File: src/rtl/fetch_ctrl_if.sv
// Instruction-memory request/acknowledge bus between the fetch sequencer and instruction memory.
// The sequencer holds req and addr until it sees a one-cycle ack with rdata valid in that cycle.
interface fetch_ctrl_if #(
   parameter int ADDR_W = 16,
   parameter int DATA_W = 16
) ();
   logic              req;
   logic [ADDR_W-1:0] addr;
   logic              ack;
   logic [DATA_W-1:0] rdata;

   modport master (output req, addr, input ack, rdata);
   modport slave  (input req, addr, output ack, rdata);
endinterface

File: src/rtl/fetch_ctrl.sv
// Instruction-fetch sequencer: owns the PC and issues one fetch at a time to instruction memory.
// Handles branch squash of in-flight fetches, decode-stall backpressure, and halt/resume.
module fetch_ctrl #(
   parameter int INST_ADDR_WIDTH   = 16,
   parameter int INST_WIDTH        = 16,
   parameter int NUM_BYTES_IN_INST = 2,
   parameter int RESET_ADDR        = 0
) (
   input  logic                       clk,
   input  logic                       rst,
   fetch_ctrl_if.master               imem,
   input  logic                       stall,
   input  logic                       halt_dec,
   input  logic [INST_ADDR_WIDTH-1:0] id_pc,
   input  logic                       br_taken,
   input  logic [INST_ADDR_WIDTH-1:0] br_target,
   input  logic                       resume,
   output logic [INST_ADDR_WIDTH-1:0] pc,
   output logic [INST_WIDTH-1:0]      if_inst,
   output logic                       if_valid,
   output logic                       flush,
   output logic                       halted
);

   localparam logic [INST_ADDR_WIDTH-1:0] PC_INC  = INST_ADDR_WIDTH'(NUM_BYTES_IN_INST);
   localparam logic [INST_ADDR_WIDTH-1:0] PC_RST  = INST_ADDR_WIDTH'(RESET_ADDR);

   typedef enum logic [2:0] {
      READY,
      REQ,
      DISCARD,
      DISCARD_H,
      HALTED
   } state_e;

   state_e                     state_q,  state_d;
   logic [INST_ADDR_WIDTH-1:0] pc_q,     pc_d;
   logic                       req_q,    req_d;
   logic [INST_ADDR_WIDTH-1:0] addr_q,   addr_d;
   logic [INST_WIDTH-1:0]      inst_q,   inst_d;
   logic                       valid_q,  valid_d;
   logic                       flush_q,  flush_d;
   logic                       halted_q, halted_d;

   always_comb begin
      // NOTE: every *_d gets a default before the case so no path can infer a latch.
      state_d = state_q;
      pc_d    = pc_q;
      req_d   = req_q;
      addr_d  = addr_q;
      inst_d  = inst_q;
      valid_d = stall ? valid_q : 1'b0;
      flush_d = 1'b0;

      unique case (state_q)
         READY: begin
            if (br_taken) begin
               pc_d    = br_target;
               flush_d = 1'b1;
               valid_d = 1'b0;
            end else if (halt_dec) begin
               pc_d    = id_pc + PC_INC;
               flush_d = 1'b1;
               valid_d = 1'b0;
               state_d = HALTED;
            end else if (!(stall && valid_q)) begin
               addr_d  = pc_q;
               req_d   = 1'b1;
               state_d = REQ;
            end
         end

         REQ: begin
            if (br_taken) begin
               pc_d    = br_target;
               flush_d = 1'b1;
               valid_d = 1'b0;
               if (imem.ack) begin
                  req_d   = 1'b0;
                  state_d = READY;
               end else begin
                  state_d = DISCARD;
               end
            end else if (halt_dec) begin
               pc_d    = id_pc + PC_INC;
               flush_d = 1'b1;
               valid_d = 1'b0;
               if (imem.ack) begin
                  req_d   = 1'b0;
                  state_d = HALTED;
               end else begin
                  state_d = DISCARD_H;
               end
            end else if (imem.ack) begin
               // Capture ignores stall: REQ is only entered when the slot is free or draining.
               inst_d  = imem.rdata;
               valid_d = 1'b1;
               pc_d    = pc_q + PC_INC;
               req_d   = 1'b0;
               state_d = READY;
            end
         end

         DISCARD, DISCARD_H: begin
            if (br_taken) begin
               pc_d    = br_target;
               flush_d = 1'b1;
               valid_d = 1'b0;
            end
            if (imem.ack) begin
               req_d   = 1'b0;
               state_d = (state_q == DISCARD) ? READY : HALTED;
            end
         end

         HALTED: begin
            if (resume) state_d = READY;
         end

         default: state_d = READY;
      endcase

      halted_d = (state_d == HALTED);
   end

   always_ff @(posedge clk) begin
      if (rst) begin
         state_q  <= READY;
         pc_q     <= PC_RST;
         req_q    <= 1'b0;
         addr_q   <= '0;
         inst_q   <= '0;
         valid_q  <= 1'b0;
         flush_q  <= 1'b0;
         halted_q <= 1'b0;
      end else begin
         state_q  <= state_d;
         pc_q     <= pc_d;
         req_q    <= req_d;
         addr_q   <= addr_d;
         inst_q   <= inst_d;
         valid_q  <= valid_d;
         flush_q  <= flush_d;
         halted_q <= halted_d;
      end
   end

   assign imem.req  = req_q;
   assign imem.addr = addr_q;
   assign pc        = pc_q;
   assign if_inst   = inst_q;
   assign if_valid  = valid_q;
   assign flush     = flush_q;
   assign halted    = halted_q;

endmodule

File: src/flat_wrapper.sv
// flat-port wrapper written by rule: the top's interface ports become plain ports
module fetch_ctrl_flat 
#(
   parameter int INST_ADDR_WIDTH   = 16,
   parameter int INST_WIDTH        = 16,
   parameter int NUM_BYTES_IN_INST = 2,
   parameter int RESET_ADDR        = 0
)
  (clk, rst, stall, halt_dec, id_pc, br_taken, br_target, resume, pc, if_inst, if_valid, flush, halted, imem_req, imem_addr, imem_ack, imem_rdata);
  fetch_ctrl_if #(.ADDR_W(16), .DATA_W(16)) imem_i ();
  input  logic clk;
  input  logic rst;
  input  logic stall;
  input  logic halt_dec;
  input  logic [INST_ADDR_WIDTH-1:0] id_pc;
  input  logic br_taken;
  input  logic [INST_ADDR_WIDTH-1:0] br_target;
  input  logic resume;
  output logic [INST_ADDR_WIDTH-1:0] pc;
  output logic [INST_WIDTH-1:0] if_inst;
  output logic if_valid;
  output logic flush;
  output logic halted;
  output wire logic [$bits(imem_i.req)-1:0] imem_req;
  output wire logic [$bits(imem_i.addr)-1:0] imem_addr;
  input wire logic [$bits(imem_i.ack)-1:0] imem_ack;
  input wire logic [$bits(imem_i.rdata)-1:0] imem_rdata;
  assign imem_req = imem_i.req;
  assign imem_addr = imem_i.addr;
  assign imem_i.ack = imem_ack;
  assign imem_i.rdata = imem_rdata;
  fetch_ctrl #(.INST_ADDR_WIDTH(INST_ADDR_WIDTH), .INST_WIDTH(INST_WIDTH), .NUM_BYTES_IN_INST(NUM_BYTES_IN_INST), .RESET_ADDR(RESET_ADDR)) u_core (.clk(clk), .rst(rst), .imem(imem_i), .stall(stall), .halt_dec(halt_dec), .id_pc(id_pc), .br_taken(br_taken), .br_target(br_target), .resume(resume), .pc(pc), .if_inst(if_inst), .if_valid(if_valid), .flush(flush), .halted(halted));
endmodule
File: config.mk
export PLATFORM = sky130hd
export DESIGN_NAME = fetch_ctrl_flat
export DESIGN_NICKNAME = d
export VERILOG_FILES = /design/src/rtl/fetch_ctrl_if.sv /design/src/rtl/fetch_ctrl.sv /design/src/flat_wrapper.sv
export SDC_FILE = /design/constraint.sdc
export NUM_CORES = 1
export LEC_CHECK = 0
export ABC_AREA = 1
export BUFFER_PORTS_ARGS = -buffer_cell sky130_fd_sc_hd__buf_2
export CAP_MARGIN = 0
export CORE_MARGIN = 2
export CORE_UTILIZATION = 50
export CTS_CLUSTER_SIZE = 28
export DETAILED_ROUTE_END_ITERATION = 8
export PLACE_DENSITY = 0.86
export SYNTH_ARGS = -nofsm -noshare
export SYNTH_HDL_FRONTEND = slang
export SYNTH_SLANG_ARGS = --single-unit
export TNS_END_PERCENT = 5
File: constraint.sdc
create_clock -name clk -period 1.94 [get_ports clk]
set_input_delay 0.388 -clock clk [delete_from_list [all_inputs] [get_ports clk]]
set_output_delay 0.388 -clock clk [all_outputs]
set_load 0.02 [all_outputs]
==> impl_metrics.csv, run 1 <==
group,metric,value,unit
status,status,"finished clean",
yosys,ys_seq_elements,55,
job,drv_cap,0,
global_routing,first_global_vias,3298,
sta,rsz0062_at_grt,"false",
place,pre_cts_ws,187,ps
worst_setup_path,reg2reg_depth,9,
cells_and_area,area_growth,23.4,%
drt,drt_iter0_markers,215,
floorplan,die_w,82.8,µm
hold_path,hold_path_depth,3,
floorplan,die_area,6860,µm²
place,gp_congestion,1.01,
floorplan,rows,28,
sta,period_share,91.5,%
yosys,postSynthAreaPerCell,6.59,µm²
clock_network,clock_sinks,55,
drt,firstDrtPassIters,5,
drt,wire_per_inst,14.6,µm
sta,worst_pin_slew,462,ps
global_routing,grt_overflow,0,
drt,route.detailed.drc,0,
clock_network,cts_buffers,5,
sta,timing.setup.tns,0,ps
place,io_buffers,106,
clock_network,clkTransAtPathRegs,110,ps
yosys,synth_top_cell_by_area,"dfxtp_1",
worst_setup_path,worstSetupPathType,"register to register",
hold_path,hold_class,"input pin to register",
floorplan,ios,107,
global_routing,grt_pass1_wl,15600,µm
drt,viasPerCell,5.42,
worst_setup_path,cp.required,2200,ps
power,power_density,701,nW/µm²
yosys,yosysUniqueCellTypes,39,
drt,wirelength,9630,µm
sta,hold_viol,0,
yosys,yosys_warnings,0,
sta,setup_violations,0,
cells_and_area,num_antenna_cells,0,
yosys,synth_cells,471,
global_routing,antenna_found_initial,0,
sta,finalWorstSetupSlack,165,ps
place,dpl.hpwl,7480,µm
yosys,yosysSeqAreaShare,35.5,%
worst_setup_path,cp_max_fo,5,
clock_network,cts_buffer_depth,2,
sta,max_clock_freq,564,MHz
cells_and_area,nNetsFinal,640,
cells_and_area,nFillCells,582,
cells_and_area,drive_above_1_share,26.6,%
sta,finClkSkew,4.72,ps
clock_network,cts_tree,"built",
sta,drv_slew,0,
global_routing,grt_max_degree,33,
floorplan,initial_utilization,52.1,%
yosys,synthTopCellsByArea,"dfxtp_1 (35%), nand2_1 (11%), nor2_1 (8.9%), a21oi_1 (8.1%), o21ai_0 (6.3%)",
sta,slew_headroom,69.2,%
worst_setup_path,start_kind,"register",
floorplan,die_y,82.8,µm
worst_setup_path,worst_setup_path_end_kind,"register",
drt,num_vias,3565,
clock_network,clk_latency,320,ps
sta,period_needed,1770,ps
worst_setup_path,crit_arrival,2030,ps
power,irDropWorstVdd,441,µV
clock_network,cts_max_level,2,
clock_network,root_buffer,"clkbuf_8",
drt,ant_nets,0,
global_routing,grt_usage,27.5,%
floorplan,coreArea,5960,µm²
clock_network,postCtsHoldBufs,0,
yosys,syn_area,3110,µm²
yosys,synth_top_area_share,35.5,%
power,leakage,0.00186,µW
yosys,syn_nets,529,
## cells in the final DEF (no fill, tap or decap), types with 7 or more instances in the layout
master	count
buf_2	106
nand2_1	87
nor2_1	73
dfxtp_1	55
a21oi_1	50
inv_1	40
o21ai_0	39
nand3_1	27
o21ai_1	22
buf_4	13
inv_2	7
## path summary, 6_finish.rpt
kind | slack, ps | from | to
min reg2reg | 490 | u_core.if_inst[0]$_SDFFE_PP0P_ | u_core.if_inst[0]$_SDFFE_PP0P_
max | 170 | u_core.pc[3]$_SDFFE_PP0P_ | u_core.pc[12]$_SDFFE_PP0P_
max reg2reg | 170 | u_core.pc[3]$_SDFFE_PP0P_ | u_core.pc[12]$_SDFFE_PP0P_
min | 300 | imem_rdata[0] | u_core.if_inst[0]$_SDFFE_PP0P_
## final cells by class
| type | instances | area [µm²] | share of cell area [%] |
|---|---|---|---|
| Sequential cell | 55 | 1100 | 28.7 |
| Clock inverter | 3 | 27.5 | 0.718 |
| Inverter | 48 | 185 | 4.83 |
| Tap cell | 75 | 93.8 | 2.45 |
| Multi-Input combinational cell | 353 | 1730 | 45.1 |
| Timing Repair Buffer | 119 | 628 | 16.4 |
| Clock buffer | 5 | 68.8 | 1.80 |
## cell families after synthesis
| family | count (synthesis) | share of synthesized area, % |
|---|---|---|
| simple gates | 221 | 31.7 |
| compound gates | 126 | 21.7 |
| fa+ha+maj | 3 | 1.21 |
| mux | 1 | 0.322 |
| flops | 55 | 35.5 |
| buf+inv | 63 | 8.98 |
| xor+xnor | 2 | 0.564 |
## synth_stat cells (all sizes together)
master,instances
buf,10
or2,6
o21ai,62
nor4,2
a211oi,1
nor2,83
ha,3
a22oi,1
mux2i,1
a21oi,50
a21o,1
nand2,88
xor2,2
clkinv,1
inv,47
dfxtp,55
o221ai,1
nand3,28
o211ai,4
nand3b,1
a31oi,3
a2111oi,1
and2,1
clkbuf,5
nand4,6
o31ai,2
nor3,6
## sequential cells by signal (all words and copies together) (netlist names)
name and flops:
u_core.imem.addr 16, u_core.if_valid 1, u_core.if_inst 16, u_core.pc 16, u_core.state_q 3, u_core.imem.req 1, u_core.halted 1, u_core.flush 1
## stage by stage
stage / utilization (%) / cells / hold slack (ps) / total power (µW) / cell area, µm²
after CTS: 64.3 / 658 / 304 / 2680 / 3830
after floorplan: - / 471 / 473 / 1730 / 3110
after detailed placement: 62.7 / 650 / 469 / 2000 / 3730
final: 64.3 / 658 / 302 / 2690 / 3830
after global placement: 62.7 / 650 / 460 / 2000 / 3730
after global routing: 64.3 / 658 / 308 / 2820 / 3830
## critical path: stages (launching register included)
cell and delay (ps):
dfxtp_1 460, buf_4 160, nand3_1 200, nor2_2 200, nand3b_1 150, o21ai_1 150
nand2_1 60, nor2_1 140, nor2_1 60, a21oi_1 130
## repair_timing
action | 4_1_cts | 5_1_grt
endpoints found under the hold margin | 0 | 0
buffers inserted | 0 | 0
gates resized for setup | 0 | 1
setup endpoints to repair | 0 | 2
## where the power goes
| group | internal (µW) | switching, µW |
|---|---|---|
| logic | 253 | 458 |
| clock network | 266 | 432 |
| registers | 1210 | 70.1 |
## metal layers
layer	vias to the layer above	global-route usage, %	share of wire (%)
li1	1779	-	-
met1	1617	35.1	43
met2	152	47.7	48
met3	17	5.07	7.7
met4	0	7.45	2.0
met5	-	0	0
No activity file was read; power rests on OpenSTA's default activity.
==> run 2, diff against run 1 <==
- CORE_UTILIZATION: 50 -> 52
- CTS_BUF_LIST: unset -> sky130_fd_sc_hd__clkbuf_2 sky130_fd_sc_hd__clkbuf_4 sky130_fd_sc_hd__clkbuf_8
- PLACE_DENSITY: 0.86 -> 0.88
==> run 2 against run 1 <==
Worst setup slack gained 90 ps. Largest power group unchanged. Critical path depth is the same. Core utilization increased by 0.81 points. Clock-buffer cell count stayed put.
==> impl_metrics.csv, run 2 (same netlist as run 1, synthesis figures left out) <==
group,metric,value,unit
worst_setup_path,reg2reg_depth,9,
clock_network,cts_max_level,2,
cells_and_area,final_common_cell,"buf_2",
hold_path,hold_path_depth,3,
worst_setup_path,worst_setup_path_end_kind,"register",
global_routing,antenna_found_initial,0,
sta,max_clock_freq,594,MHz
drt,ant_nets,0,
floorplan,coreArea,5850,µm²
job,drv_cap,0,
floorplan,rows,28,
cells_and_area,area_growth,22.8,%
sta,drv_slew,0,
power,power_density,692,nW/µm²
floorplan,ios,107,
global_routing,grt_max_degree,38,
sta,setup_violations,0,
place,post_dp_cell_area,3720,µm²
sta,worst_pin_slew,465,ps
sta,timing.hold.ws,312,ps
hold_path,hold_class,"input pin to register",
worst_setup_path,start_kind,"register",
cells_and_area,num_antenna_cells,0,
clock_network,cts_resized,0,
sta,finClkSkew,8.90,ps
sta,hold_viol,0,
floorplan,die_w,81.3,µm
sta,slew_headroom,68.9,%
clock_network,postCtsHoldBufs,0,
sta,rsz0062_at_grt,"false",
clock_network,root_buffer,"clkbuf_8",
worst_setup_path,r2r_start,"u_core.state_q[2]$_SDFF_PP0_",
place,dpl.hpwl,7060,µm
floorplan,die_area,6610,µm²
place,dp_cells,646,
worst_setup_path,crit_arrival,1900,ps
hold_path,hold_start,"imem_rdata[10]",
cells_and_area,fin_util,65.2,%
clock_network,clk_latency,310,ps
global_routing,grt_overflow,0,
place,gp_congestion,0.962,
cells_and_area,drive_above_1_share,25.9,%
clock_network,cts_buffer_depth,2,
cells_and_area,final_cell_mix,"buf_2 (106), nand2_1 (87), nor2_1 (74)",
sta,timing.setup.tns,0,ps
global_routing,first_global_vias,3118,
cells_and_area,nNetsFinal,636,
drt,firstDrtPassIters,5,
cells_and_area,finalNonFillerCells,654,
clock_network,clock_sinks,55,
cells_and_area,fin_area,3810,µm²
clock_network,clkTransAtPathRegs,110,ps
sta,period_needed,1680,ps
drt,route.detailed.drc,0,
clock_network,cts_tree,"built",
global_routing,grt_pass1_wl,14300,µm
drt,viasPerCell,5.46,
hold_path,min_to,"u_core.if_inst[10]$_SDFFE_PP0P_",
worst_setup_path,worstSetupPathType,"register to register",
clock_network,cts_buffers,5,
power,irDropWorstVdd,470,µV
place,io_buffers,106,
worst_setup_path,cp.required,2150,ps
clock_network,postCtsSetupRepairBufs,0,
drt,wirelength,9130,µm
floorplan,die_y,81.3,µm
status,status,"finished clean",
worst_setup_path,r2r-end,"u_core.if_valid$_SDFF_PP0_",
sta,period_share,86.8,%
drt,num_vias,3570,
floorplan,initial_utilization,53.1,%
global_routing,grt_usage,27.5,%
drt,wire_per_inst,14.0,µm
power,leakage,0.00185,µW
drt,drt_iter0_markers,176,
worst_setup_path,reg2reg_slack,260,ps
worst_setup_path,cp_max_fo,17,
[run 2: worst max-delay path, stage by stage (launching register included)]
cell,delay [ps]
dfxtp_1,410
nor2_4,170
inv_2,90
nor2_8,160
inv_2,80
nor2_8,170
nand2_4,160
clkinv_4,160
nand3_1,90
o31ai_1,90
[run 2: worst max-delay path by stage]
stage	endpoint	slack (ps)	start	cells past startpoint
final	u_core.if_valid$_SDFF_PP0_	260	u_core.state_q[2]$_SDFF_PP0_	9
after global routing	u_core.pc[15]$_SDFFE_PP0P_	20	u_core.pc[2]$_SDFFE_PP0P_	11
after CTS	u_core.imem.addr[11]$_SDFFE_PP0P_	260	u_core.state_q[2]$_SDFF_PP0_	7
after detailed placement	u_core.imem.req$_SDFFE_PP0P_	190	halt_dec	6
after global placement	u_core.imem.addr[15]$_SDFFE_PP0P_	240	halt_dec	6
after floorplan	u_core.pc[13]$_SDFFE_PP0P_	310	u_core.pc[1]$_SDFFE_PP0P_	12
[run 2: layer usage]
| layer | vias to the layer above | track usage [%] | part of all wire, % |
|---|---|---|---|
| met5 | - | 0 | 0 |
| met1 | 1626 | 34.1 | 43 |
| met3 | 12 | 5.00 | 7.5 |
| met2 | 160 | 49.6 | 48 |
| li1 | 1772 | - | - |
| met4 | 0 | 5.42 | 1.1 |
[run 2: where the power goes]
group / switching (µW) / internal (µW) / total, µW
logic: 451 / 247 / 698
clock network: 396 / 266 / 662
registers: 70.6 / 1210 / 1280
total: 917 / 1720 / 2640
[run 2: area by class of cell]
| class | instances | area (µm²) |
|---|---|---|
| Clock buffer | 5 | 68.8 |
| Clock inverter | 3 | 27.5 |
| Fill cell | 553 | 2040 |
| Inverter | 48 | 185 |
| Multi-Input combinational cell | 353 | 1730 |
| Sequential cell | 55 | 1100 |
| Tap cell | 75 | 93.8 |
| Timing Repair Buffer | 115 | 611 |
[run 2: stage by stage]
stage               setup slack, ps  total power (µW)
floorplan                       309              1730
finish                          255              2640
global route                   15.7              2780
detailed placement              193              1990
CTS                             264              2650
global placement                238              1990
==> run 3, diff against run 2 <==
- ABC_AREA: 1 -> 0
- CORE_UTILIZATION: 52 -> 51
- clock period: 1.94 -> 1.69 ns (I/O delays scaled with it)
==> run 3 against run 2 <==
The run now ends with negative setup slack left. Combinational power is 18% higher. Core utilization is 10 points higher. Global-route usage is 1.5 points higher. Clock power is 57% higher. Critical path type unchanged.
==> impl_metrics.csv, run 3 <==
group,metric,value,unit
job,drv_cap,0,
worst_setup_path,cp_max_fo,5,
cells_and_area,finalNonFillerCells,602,
worst_setup_path,r2r_start,"u_core.pc[1]$_SDFFE_PP0P_",
yosys,yosysSeqAreaShare,37.0,%
sta,finalWorstSetupSlack,-51.3,ps
floorplan,rows,27,
floorplan,die_y,80.4,µm
yosys,synthArstFlopShare,0,%
drt,wirelength,9750,µm
clock_network,postCtsHoldBufs,0,
place,io_buffers,106,
power,power_density,789,nW/µm²
global_routing,grt_max_degree,32,
yosys,yosys_warnings,0,
yosys,synth_cells,375,
floorplan,ios,107,
worst_setup_path,start_kind,"register",
sta,period_needed,1740,ps
sta,worst_pin_slew,401,ps
cells_and_area,final_common_cell,"buf_2",
hold_path,hold_start,"imem_rdata[10]",
yosys,synth_edf_count,0,
cells_and_area,nFillCells,400,
yosys,synthTopCellsByArea,"dfxtp_1 (37%), a21oi_1 (6.6%), nand2_1 (6.6%), nor2_1 (5.2%), mux2i_1 (4.7%)",
yosys,synth_top_area_share,37.0,%
clock_network,clkTransAtPathRegs,100,ps
yosys,synth-main-ff-cell,"dfxtp_1",
sta,finClkSkew,14.0,ps
yosys,syn_area,2980,µm²
worst_setup_path,cp.required,1900,ps
drt,route.detailed.drc,0,
clock_network,clk_latency,320,ps
drt,ant_nets,0,
cells_and_area,multi_input_area,1750,µm²
yosys,postSynthAreaPerCell,7.94,µm²
cells_and_area,final_cell_mix,"buf_2 (106), buf_4 (60), nand2_1 (52)",
clock_network,cts_buffer_depth,2,
sta,rsz0062_at_grt,"true",
place,gp_congestion,0.935,
yosys,yosysUniqueCellTypes,58,
sta,slew_headroom,73.1,%
place,dpl.hpwl,7400,µm
worst_setup_path,worst_setup_path_end_kind,"register",
sta,drv_slew,0,
status,status,"finished, violations left",
global_routing,grt_usage,29.0,%
drt,drt_iter0_markers,299,
sta,period_share,103,%
clock_network,clock_sinks,55,
worst_setup_path,worstSetupPathType,"register to register",
global_routing,grt_overflow,0,
floorplan,coreArea,5570,µm²
worst_setup_path,reg2reg_slack,-50,ps
yosys,syn_nets,433,
power,irDropWorstVdd,432,µV
sta,setup_violations,3,
cells_and_area,num_antenna_cells,0,
clock_network,cts_tree,"built",
drt,viasPerCell,5.86,
global_routing,first_global_vias,3072,
place,pre_cts_ws,-97.7,ps
clock_network,cts_buffers,5,
cells_and_area,nNetsFinal,587,
power,p_total,3310,µW
cells_and_area,drive_above_1_share,39.4,%
power,leakage,0.00197,µW
floorplan,initial_utilization,53.4,%
floorplan,die_w,80.4,µm
clock_network,root_buffer,"clkbuf_8",
worst_setup_path,startpoint,"u_core.pc[1]$_SDFFE_PP0P_",
global_routing,antenna_found_initial,0,
place,dp_cells,593,
cells_and_area,seq_area,1130,µm²
yosys,synth_top_cell_by_area,"dfxtp_1",
cells_and_area,fin_util,75.2,%
global_routing,grt_pass1_wl,14500,µm
hold_path,hold_class,"input pin to register",
cells_and_area,area_growth,40.8,%
status,violations,"negative setup slack",
yosys,yosysMostFrequentCell,"dfxtp_1",
floorplan,die_area,6470,µm²
yosys,ys_seq_elements,55,
sta,hold_viol,0,
drt,firstDrtPassIters,6,
drt,wire_per_inst,16.2,µm
clock_network,cts_max_level,2,
worst_setup_path,crit_arrival,1950,ps
sta,max_clock_freq,574,MHz
drt,num_vias,3530,
yosys,synth_commonest_cells,"dfxtp_1 (55), nand2_1 (52), nor2_1 (41), a21oi_1 (39), mux2i_1 (14)",
-- run 3: changes by cell type after synthesis, moves of 9 or more --
| cell | delta |
|---|---|
| mux2i_1 | +13 |
| o21ai_0 | -28 |
| nand3_1 | -15 |
| a21oi_1 | -11 |
| nand2_1 | -35 |
| xnor2_1 | +9 |
| o21ai_1 | -21 |
| nor2_1 | -33 |
| inv_1 | -30 |
-- run 3: worst paths after layout --
path	depth (start not counted)	endpoint
worst max-delay path	6	u_core.pc[15]$_SDFFE_PP0P_
worst min-delay path	3	u_core.if_inst[10]$_SDFFE_PP0P_
worst max register to register	6	u_core.pc[15]$_SDFFE_PP0P_
worst min register to register	2	u_core.if_inst[10]$_SDFFE_PP0P_
-- run 3: report_power, final --
| part | switching (µW) | internal (µW) | total, µW |
|---|---|---|---|
| clock network | 427 | 608 | 1040 |
| logic | 462 | 360 | 823 |
| registers | 77.7 | 1370 | 1450 |
-- run 3: logic make-up after synthesis --
group | after synthesis | synth area share, %
buffers and inverters | 34 | 5.42
muxes | 14 | 4.71
and+or+nand+nor | 156 | 25.6
adders and majority gates | 3 | 1.26
AOI/OAI and AO/OA | 97 | 21.3
DFF | 55 | 37.0
xor gates and xnor gates | 16 | 4.71
-- run 3: timing repair --
action                                  in CTS  in global routing
endpoints found under the setup margin       5                 10
setup buffers                                0                  1
pin swaps                                    1                  1
cloned                                       0                  0
hold endpoints to repair                     0                  0
resized for setup                            1                  7
-- run 3: layout make-up --
class,count,share of cell area (%)
clock buffers,6,1.82
multi-input cells,286,41.6
well taps,72,2.15
inverters,11,0.985
repair buffers,170,25.1
clock inverters,2,1.43
flip-flops and latches,55,26.9
-- run 3: through the flow --
| stage | cell area [µm²] | hold slack [ps] | setup TNS, ps |
|---|---|---|---|
| final | 4190 | 251 | -118 |
| after global routing | 4190 | 246 | -257 |
| after CTS | 4160 | 252 | -74.9 |
| after detailed placement | 4030 | 443 | -379 |
| after global placement | 4030 | 438 | -57.6 |
| after floorplan | 3020 | 474 | -72.4 |
-- run 3: worst max-delay path: stages, from the launching register on --
cell and delay (ps):
dfxtp_4 390, ha_4 140, nand3_2 90, or4_4 460
o211a_1 270, a211oi_2 190, a211oi_2 100
-- run 3: layer usage --
layer / GRT usage, % / up-vias / share of wire [%] / wire [µm]
met3: 4.16 / 25 / 7.8 / 760
met1: 36.9 / 1634 / 41 / 3990
li1: - / 1663 / - / -
met5: 0 / - / 0 / 0
met4: 9.83 / 0 / 2.3 / 223
met2: 49.9 / 208 / 49 / 4770
